## src/rtl/orientation_histogram.sv

```systemverilog
// SIFT descriptor orientation histogram: scans a PATCH_SIZE^2 gradient patch and writes one packed
// NUM_BINS histogram per subpatch. Define HIST_MAGNITUDE_WEIGHT_EN to weight bins by |gx|+|gy|.
module orientation_histogram #(
  parameter int DIMENSION     = 64,
  parameter int BIT_DEPTH     = 8,
  parameter int PATCH_SIZE    = 8,
  parameter int SUBPATCH_SIZE = 4,
  parameter int NUM_BINS      = 8,
  parameter int READ_LATENCY  = 2,
  localparam int NSUB = (PATCH_SIZE / SUBPATCH_SIZE) * (PATCH_SIZE / SUBPATCH_SIZE),
`ifdef HIST_MAGNITUDE_WEIGHT_EN
  localparam int BIN_W = BIT_DEPTH + 1 + $clog2(SUBPATCH_SIZE * SUBPATCH_SIZE),
`else
  localparam int BIN_W = $clog2(SUBPATCH_SIZE * SUBPATCH_SIZE + 1),
`endif
  localparam int CW  = $clog2(DIMENSION),
  localparam int AW  = $clog2(DIMENSION * DIMENSION),
  localparam int HAW = (NSUB > 1) ? $clog2(NSUB) : 1
) (
  input  logic                          clk,
  input  logic                          rst_in,
  input  logic                          start,
  input  logic [CW-1:0]                 x,
  input  logic [CW-1:0]                 y,
  input  logic signed [BIT_DEPTH-1:0]   x_grad,
  input  logic signed [BIT_DEPTH-1:0]   y_grad,
  output logic [AW-1:0]                 x_grad_address,
  output logic [AW-1:0]                 y_grad_address,
  output logic                          wea,
  output logic [HAW-1:0]                histogram_addr,
  output logic [NUM_BINS*BIN_W-1:0]     histogram_out,
  output logic                          busy,
  output logic                          histogram_done
);
  localparam int NPS = PATCH_SIZE / SUBPATCH_SIZE;
  localparam int SW  = (SUBPATCH_SIZE > 1) ? $clog2(SUBPATCH_SIZE) : 1;
  localparam int QW  = (NPS > 1) ? $clog2(NPS) : 1;
  localparam int DW  = (READ_LATENCY > 1) ? $clog2(READ_LATENCY) : 1;
  localparam int XW  = $clog2(DIMENSION + PATCH_SIZE);

  typedef enum logic [2:0] {IDLE, FETCH, DRAIN, WRITE, DONE} state_t;
  state_t state_reg, state_next;

  logic [CW-1:0]  x_reg, y_reg;
  logic [SW-1:0]  pc_reg, pr_reg;
  logic [QW-1:0]  sc_reg, sr_reg;
  logic [HAW-1:0] sub_reg;
  logic [DW-1:0]  drain_reg;
  logic [AW-1:0]  addr_hold_reg;
  logic           tag_reg [READ_LATENCY];
  logic [BIN_W-1:0] acc_reg [NUM_BINS];

  logic pix_last, drain_last, sub_last, sub_col_last;
  logic [XW-1:0] row, col;
  logic in_range, issue;
  logic [AW-1:0] addr_calc;

  assign pix_last     = (pc_reg == SW'(SUBPATCH_SIZE - 1)) && (pr_reg == SW'(SUBPATCH_SIZE - 1));
  assign drain_last   = (drain_reg == DW'(READ_LATENCY - 1));
  assign sub_last     = (sub_reg == HAW'(NSUB - 1));
  assign sub_col_last = (sc_reg == QW'(NPS - 1));

  assign row       = XW'(y_reg) + XW'(sr_reg) * XW'(SUBPATCH_SIZE) + XW'(pr_reg);
  assign col       = XW'(x_reg) + XW'(sc_reg) * XW'(SUBPATCH_SIZE) + XW'(pc_reg);
  assign in_range  = (row < XW'(DIMENSION)) && (col < XW'(DIMENSION));
  assign issue     = (state_reg == FETCH) && in_range;
  assign addr_calc = AW'(row) * AW'(DIMENSION) + AW'(col);

  always_ff @(posedge clk) begin
    if (rst_in) state_reg <= IDLE;
    else        state_reg <= state_next;
  end

  always_comb begin
    state_next = state_reg;
    case (state_reg)
      IDLE:    if (start) state_next = FETCH;
      FETCH:   if (pix_last) state_next = DRAIN;
      DRAIN:   if (drain_last) state_next = WRITE;
      WRITE:   state_next = sub_last ? DONE : FETCH;
      DONE:    state_next = IDLE;
      default: state_next = IDLE;
    endcase
  end

  always_ff @(posedge clk) begin
    if (rst_in) begin
      x_reg         <= '0;
      y_reg         <= '0;
      pc_reg        <= '0;
      pr_reg        <= '0;
      sc_reg        <= '0;
      sr_reg        <= '0;
      sub_reg       <= '0;
      drain_reg     <= '0;
      addr_hold_reg <= '0;
    end else begin
      case (state_reg)
        IDLE: if (start) begin
          x_reg     <= x;
          y_reg     <= y;
          pc_reg    <= '0;
          pr_reg    <= '0;
          sc_reg    <= '0;
          sr_reg    <= '0;
          sub_reg   <= '0;
          drain_reg <= '0;
        end
        FETCH: begin
          // clipped pixels leave the address bus parked on the last real address
          if (in_range) addr_hold_reg <= addr_calc;
          if (pc_reg == SW'(SUBPATCH_SIZE - 1)) begin
            pc_reg <= '0;
            pr_reg <= (pr_reg == SW'(SUBPATCH_SIZE - 1)) ? '0 : pr_reg + 1'b1;
          end else begin
            pc_reg <= pc_reg + 1'b1;
          end
        end
        DRAIN: drain_reg <= drain_reg + 1'b1;
        WRITE: begin
          drain_reg <= '0;
          sub_reg   <= sub_reg + 1'b1;
          if (sub_col_last) begin
            sc_reg <= '0;
            sr_reg <= sr_reg + 1'b1;
          end else begin
            sc_reg <= sc_reg + 1'b1;
          end
        end
        default: ;
      endcase
    end
  end

  // valid tag travels alongside the BRAM read so data is binned exactly when it arrives
  always_ff @(posedge clk) begin
    if (rst_in) tag_reg[0] <= 1'b0;
    else        tag_reg[0] <= issue;
  end

  genvar gi;
  generate
    for (gi = 1; gi < READ_LATENCY; gi++) begin : g_tag
      always_ff @(posedge clk) begin
        if (rst_in) tag_reg[gi] <= 1'b0;
        else        tag_reg[gi] <= tag_reg[gi-1];
      end
    end
  endgenerate

  logic sx, sy, gxz, gyz, gxp, gyp, h, hit;
  logic [BIT_DEPTH:0] gxe, gye, a, b;
  logic [1:0] q;
  logic [2:0] bin_sel;
  logic [BIN_W-1:0] inc;

  always_comb begin
    sx  = x_grad[BIT_DEPTH-1];
    sy  = y_grad[BIT_DEPTH-1];
    gxz = (x_grad == '0);
    gyz = (y_grad == '0);
    gxp = !sx && !gxz;
    gyp = !sy && !gyz;
    gxe = {x_grad[BIT_DEPTH-1], x_grad};
    gye = {y_grad[BIT_DEPTH-1], y_grad};
    a   = sx ? (~gxe + 1'b1) : gxe;
    b   = sy ? (~gye + 1'b1) : gye;
    if (gxp && !sy)      q = 2'd0;
    else if (!gxp && gyp) q = 2'd1;
    else if (sx && !gyp) q = 2'd2;
    else                 q = 2'd3;
    h       = q[0] ? (a >= b) : (b >= a);
    bin_sel = (NUM_BINS == 8) ? {q, h} : {1'b0, q};
    hit     = tag_reg[READ_LATENCY-1] && !(gxz && gyz);
`ifdef HIST_MAGNITUDE_WEIGHT_EN
    inc = BIN_W'(a) + BIN_W'(b);
`else
    inc = BIN_W'(1);
`endif
  end

  always_ff @(posedge clk) begin
    for (int i = 0; i < NUM_BINS; i++) begin
      if (rst_in || state_reg == WRITE) acc_reg[i] <= '0;
      else if (hit && bin_sel == 3'(i))  acc_reg[i] <= acc_reg[i] + inc;
    end
  end

  generate
    for (gi = 0; gi < NUM_BINS; gi++) begin : g_out
      assign histogram_out[gi*BIN_W +: BIN_W] = (state_reg == WRITE) ? acc_reg[gi] : '0;
    end
  endgenerate

  assign x_grad_address = issue ? addr_calc : addr_hold_reg;
  assign y_grad_address = x_grad_address;
  assign wea            = (state_reg == WRITE);
  assign histogram_addr = wea ? sub_reg : '0;
  assign busy           = (state_reg == FETCH) || (state_reg == DRAIN) || (state_reg == WRITE);
  assign histogram_done = (state_reg == DONE);
endmodule

```

## config.mk

```make
export PLATFORM = sky130hd
export DESIGN_NAME = orientation_histogram
export DESIGN_NICKNAME = d
export VERILOG_FILES = /design/src/rtl/orientation_histogram.sv
export SDC_FILE = /design/constraint.sdc
export NUM_CORES = 1
export LEC_CHECK = 0
export CAP_MARGIN = 20
export CORE_AREA = 2 2 150 137
export CTS_CLUSTER_SIZE = 16
export DETAILED_ROUTE_END_ITERATION = 12
export DIE_AREA = 0 0 152 139
export HOLD_SLACK_MARGIN = 0.08
export PLACE_DENSITY = 0.41
export SETUP_SLACK_MARGIN = 0.05
export SLEW_MARGIN = 10
export SYNTH_ARGS = -nofsm -noshare
export SYNTH_HDL_FRONTEND = slang
export SYNTH_SLANG_ARGS = --single-unit
```

## constraint.sdc

```tcl
create_clock -name clk -period 5.1 [get_ports clk]
set_clock_uncertainty 0.15 [all_clocks]
set_input_delay 1.53 -clock clk [delete_from_list [all_inputs] [get_ports clk]]
set_output_delay 1.53 -clock clk [all_outputs]
set_load 0.005 [all_outputs]
```

=== After elaboration in Yosys (flattened, before gate mapping) ===
Memory sizes are Yosys's and may differ from the RTL's.
Cells that the tools add are included.

* Flip-flop bits (word level): 36
* Memories: 2
* Bits in writable memories: 42
* Output and inout port bits: 69

{| class="wikitable"
|+ Memories
! name !! words !! bits a word !! read ports !! clocked after memory_dff !! write ports !! line !! RTL
|-
| acc_reg || 8 || 5 || 8 || 0 || 8 || 51 || <nowiki>logic [BIN_W-1:0] acc_reg [NUM_BINS];</nowiki>
|-
| tag_reg || 2 || 1 || 2 || 0 || 2 || 50 || <nowiki>logic tag_reg [READ_LATENCY];</nowiki>
|}

* $add $sub $neg: 21
* $lt $le $gt $ge: 4
* Reductions and logical operators: 43
* Mux-type cells: 73
* Bitwise logic cells: 12
* Eq/ne operators: 19

{| class="wikitable"
|+ Operator list
! cell !! count
|-
| 5-bit 2-to-1 mux || 16
|-
| 5-bit by 1-bit adder with 5-bit output (second input constant) || 8
|-
| 1-bit 2-to-1 mux || 36
|-
| 9-bit by 1-bit adder with 9-bit output (second input constant) || 2
|-
| 9-bit greater-or-equal comparator || 2
|-
| 1-bit logical AND || 18
|-
| 9-bit 2-to-1 mux || 2
|-
| 9-bit inverter || 2
|-
| 8-bit zero test || 2
|-
| 3-bit == test (second input constant) || 5
|-
| 6-bit by 3-bit adder with 7-bit output || 2
|-
| 7-bit by 2-bit adder with 7-bit output || 2
|-
| 7-bit < comparator (second input constant) || 2
|-
| 2-bit 2-to-1 mux || 7
|-
| 12-bit by 7-bit adder with 12-bit output || 1
|-
| 3-bit by 2-bit == test with 1-bit output (second input constant) || 4
|-
| 12-bit 2-to-1 mux || 1
|-
| 3-bit 2-to-1 mux || 4
|-
| 2-bit one-hot mux with 2 select lines || 3
|-
| 3-bit one-hot mux with 4 select lines || 1
|-
| 1-bit bitwise OR || 10
|-
| 2-bit AND reduction || 5
|-
| 3-bit AND reduction || 3
|-
| 2-bit != test (second input constant) || 4
|-
| other kinds (12) || 30
|}

=== Logic depth before layout (Yosys ltp) ===
* Word-level depth: 15
* Mapped depth: 13

=== Worst setup path before layout ===
No wires, ideal clock.

* Path type: in2reg
* Start point: in y_grad[2]
* End point: mem acc_reg[1][15] in the netlist's numbering (enable)
* Required time: 4.576 ns
* Slack: 0.760 ns
* Buffers on the path: 0
* Stages: 9
* Data arrival time: 3.816 ns
* Setup time: 0.374 ns
* Cell sequence: or4_4 > o21ai_0 > xnor2_1 > ha_1 > a21oi_1 > o21ai_1 > o211ai_2 > inv_1 > o21ai_0

{| class="wikitable"
|+ RTL lines
! element !! line !! RTL
|-
| start, declared || 26 || <nowiki>input logic signed [BIT_DEPTH-1:0] y_grad,</nowiki>
|-
| end, declared || 51 ||
|}

=== Final worst setup path ===
* Start point: reg pc_reg[0]
* End point: out x_grad_address[11]

* Word-level cells in the longest chain between the ends: 5
* Elaborated cells on any way between the ends: 6

{| class="wikitable"
|+ RTL lines
! element !! line !! RTL
|-
| start, declared || 45 || <nowiki>logic [SW-1:0] pc_reg, pr_reg;</nowiki>
|-
| start signal, assigned || 116 || <nowiki>pc_reg <= pc_reg + 1'b1;</nowiki>
|-
| 7-bit by 2-bit adder with 7-bit output * || 64 || <nowiki>assign col = XW'(x_reg) + XW'(sc_reg) * XW'(SUBPATCH_SIZE) + XW'(pc_reg);</nowiki>
|-
| parallel branches: the longest is 3 deep, another holds 12-bit by 7-bit adder with 12-bit output || -- ||
|-
| 12-bit 2-to-1 mux * || 195 || <nowiki>assign x_grad_address = issue ? addr_calc : addr_hold_reg;</nowiki>
|-
| end, declared || 27 || <nowiki>output logic [AW-1:0] x_grad_address,</nowiki>
|}

Every way passes the cells marked *.

==> qor.csv <==
metric,value,unit
path_class,register to output port,
startpoint,pc_reg[0],
synth_area,0.004811,mm²
grt_pass1_vias,3841,
synthArstFlopShare,0,%
period_needed,4.870,ns
initial_core_util,24.45,%
cts_made_buffers,9,
hold_violations,0,
cts-root-buf,clkbuf_16,
worstPathMaxFanout,4,
drive_above_1_share,10.59,%
cts_htree_levels,3,
routed-via-count,3814,
ant_nets,0,
nFillCells,2050,
cts_num_sinks,78,
period_share,95.49,%
fmax,205.3,MHz
status,completed,
hold_path_class,register to register,
ys_warn_count,0,
synth-compound-area-share,9.935,%
die_area,0.02113,mm²
fin_nets,672,
synthSimpleGateAreaFrac,24.01,%
rows,49,
irDropWorstVdd,0.1480,mV
fin_cells,870,
ys_seq_area_share,40.78,%
place_congestion,0.7239,
grt_usage,11.40,%
rsz0062_at_grt,true,
final_util,32.46,%
die_y,139,µm
syn_to_final_growth,32.80,%
clock_path_buffers,2,
slew_viol_final,0,
largest_reg_flops,40,
finalWirelength,11.70,mm
setup_violations,0,
yosys_most_used_dff,edfxtp_1,
finalPower,1.558,mW
route.detailed.drc,0,
grt_overflow_total,0,
io_pins,100,
synth_xor_area_share,8.270,%
synth-edff-count,40,
final_common_cell,clkdlybuf4s50_1,
cp.arrival,3.19,ns
drt_iter0_markers,143,
p_leak,2.497,nW
worst_slew_pin_slew,0.7688,ns
synth_fa_ha_area_share,8.843,%
port_buffers,99,
ctsHoldBuffers,0,
first_pass_iters,4,
cellPowerDensity,243.9,mW/mm²
fp.dieW,152,µm
r2r-start,pc_reg[0],
cts_tree,done,
path_clk_slew,0.06,ns
synth_seq_cells,78,
wl_per_cell,13.44,µm
start_kind,register,
grt_pass1_wl,19.62,mm
placed_cells,851,
min_from,tag_reg[0],
crit_path_end_kind,output port,
syn_avg_cell_area,9.360,µm²
syn_inst,514,
synth_top_family_by_area,simple AND/OR/NAND/NOR gates,
required,3.42,ns
setup_tns,0,ns
synth_nets,577,
cap_viol_max_count,0,
core_area,0.01968,mm²
antenna_found_initial,1,
hpwl,8.894,mm
synth_cell_type_count,63,
clkLatencyLatePin,0.34,ns
via_per_inst,4.384,
relSlewSlack,48.20,%
grt_start_max_net_pins,46,
final_cell_mix,"98 x clkdlybuf4s50_1, 57 x nor2_1, 46 x nand2_1, 43 x and2_1, 40 x edfxtp_1",
synth_mux_area_share,2.913,%
## through the flow
stage / hold WS, ns / cell area (µm²) / setup slack [ns]
after detailed placement: 0.2794 / 6051 / 0.1208
final: 0.2884 / 6389 / 0.2302
after global placement: 0.2784 / 6051 / 0.1796
after floorplan: 0.2638 / 4811 / 0.7601
after CTS: 0.2934 / 6354 / 0.05502
after global routing: 0.3142 / 6386 / 0.02927
## kinds of logic (layout without fill, tap and decap cells)
| group | after synthesis | count (layout) |
|---|---|---|
| muxes | 12 | 12 |
| AOI/OAI and AO/OA | 75 | 75 |
| adders and majority gates | 33 | 33 |
| and+or+nand+nor | 221 | 221 |
| buffers and inverters | 50 | 150 |
| other | 2 | 3 |
| DFF | 78 | 78 |
| xor gates and xnor gates | 43 | 43 |
## worst paths after layout
path                                            to  slack [ns]  cells after the start
worst max-delay path            x_grad_address[11]        0.23                     12
worst min-delay path                    tag_reg[1]        0.29                      1
worst max register to register    addr_hold_reg[9]        2.36                     11
worst min register to register          tag_reg[1]        0.29                      1
## cell usage after synthesis, drive strengths merged (3+ instances only)
master / n / area share [%]
o211ai: 4 / 0.73
buf: 18 / 2.6
nand2: 47 / 3.7
or3: 6 / 0.88
xor2: 25 / 4.7
nor3: 7 / 1.3
nand2b: 3 / 0.39
nand3b: 3 / 0.47
ha: 30 / 7.8
nor2b: 12 / 1.7
and3: 8 / 1.0
o31ai: 3 / 0.47
inv: 21 / 1.6
nand4: 3 / 0.39
clkbuf: 11 / 0.86
a21oi: 30 / 3.1
edfxtp: 40 / 25
dfxtp: 38 / 16
nor2: 58 / 4.6
or2: 3 / 0.39
nand3: 22 / 2.3
and2: 43 / 5.6
o21ai: 18 / 1.9
mux2: 10 / 2.5
a21o: 4 / 0.62
xnor2: 17 / 3.1
a32oi: 3 / 0.55
## final cells by class
type | instances | area (µm²) | area share [%]
multi-input cells | 386 | 2638 | 41.28
flip-flops and latches | 78 | 1964 | 30.75
repair buffers | 113 | 1099 | 17.20
well taps | 255 | 319.1 | 4.994
clock buffers | 12 | 260.3 | 4.074
inverters | 21 | 78.83 | 1.234
clock inverters | 4 | 27.53 | 0.4309
diodes | 1 | 2.502 | 0.03917
## power by group
part	internal [mW]	switching [mW]
logic	0.111	0.118
clock network	0.365	0.259
registers	0.683	0.0217
total	1.16	0.399
## per-layer routing
layer	up-vias	share of wire (%)	global-route usage, %	wire (µm)
li1	1959	-	-	-
met2	82	44	17.12	5091
met4	0	1.0	3.689	120
met5	-	0	0	0
met1	1765	51	15.79	5944
met3	8	4.6	3.250	540
## timing repair
| action | CTS | global route |
|---|---|---|
| pin swaps | 0 | 3 |
| setup endpoints to repair | 6 | 6 |
| gates resized for setup | 4 | 6 |
| setup buffers | 0 | 2 |
## critical path, cell delays in order (launching register included)
cell,delay (ns)
dfxtp_2,0.34
ha_1,0.20
inv_1,0.07
fa_2,0.22
nor2b_2,0.05
o2111ai_2,0.22
inv_1,0.07
ha_1,0.22
and3_1,0.20
maj3_1,0.36
nor4b_2,0.18
nor3_2,0.18
clkdlybuf4s50_1,0.53
Note: power is estimated with default switching activity, not from simulation.
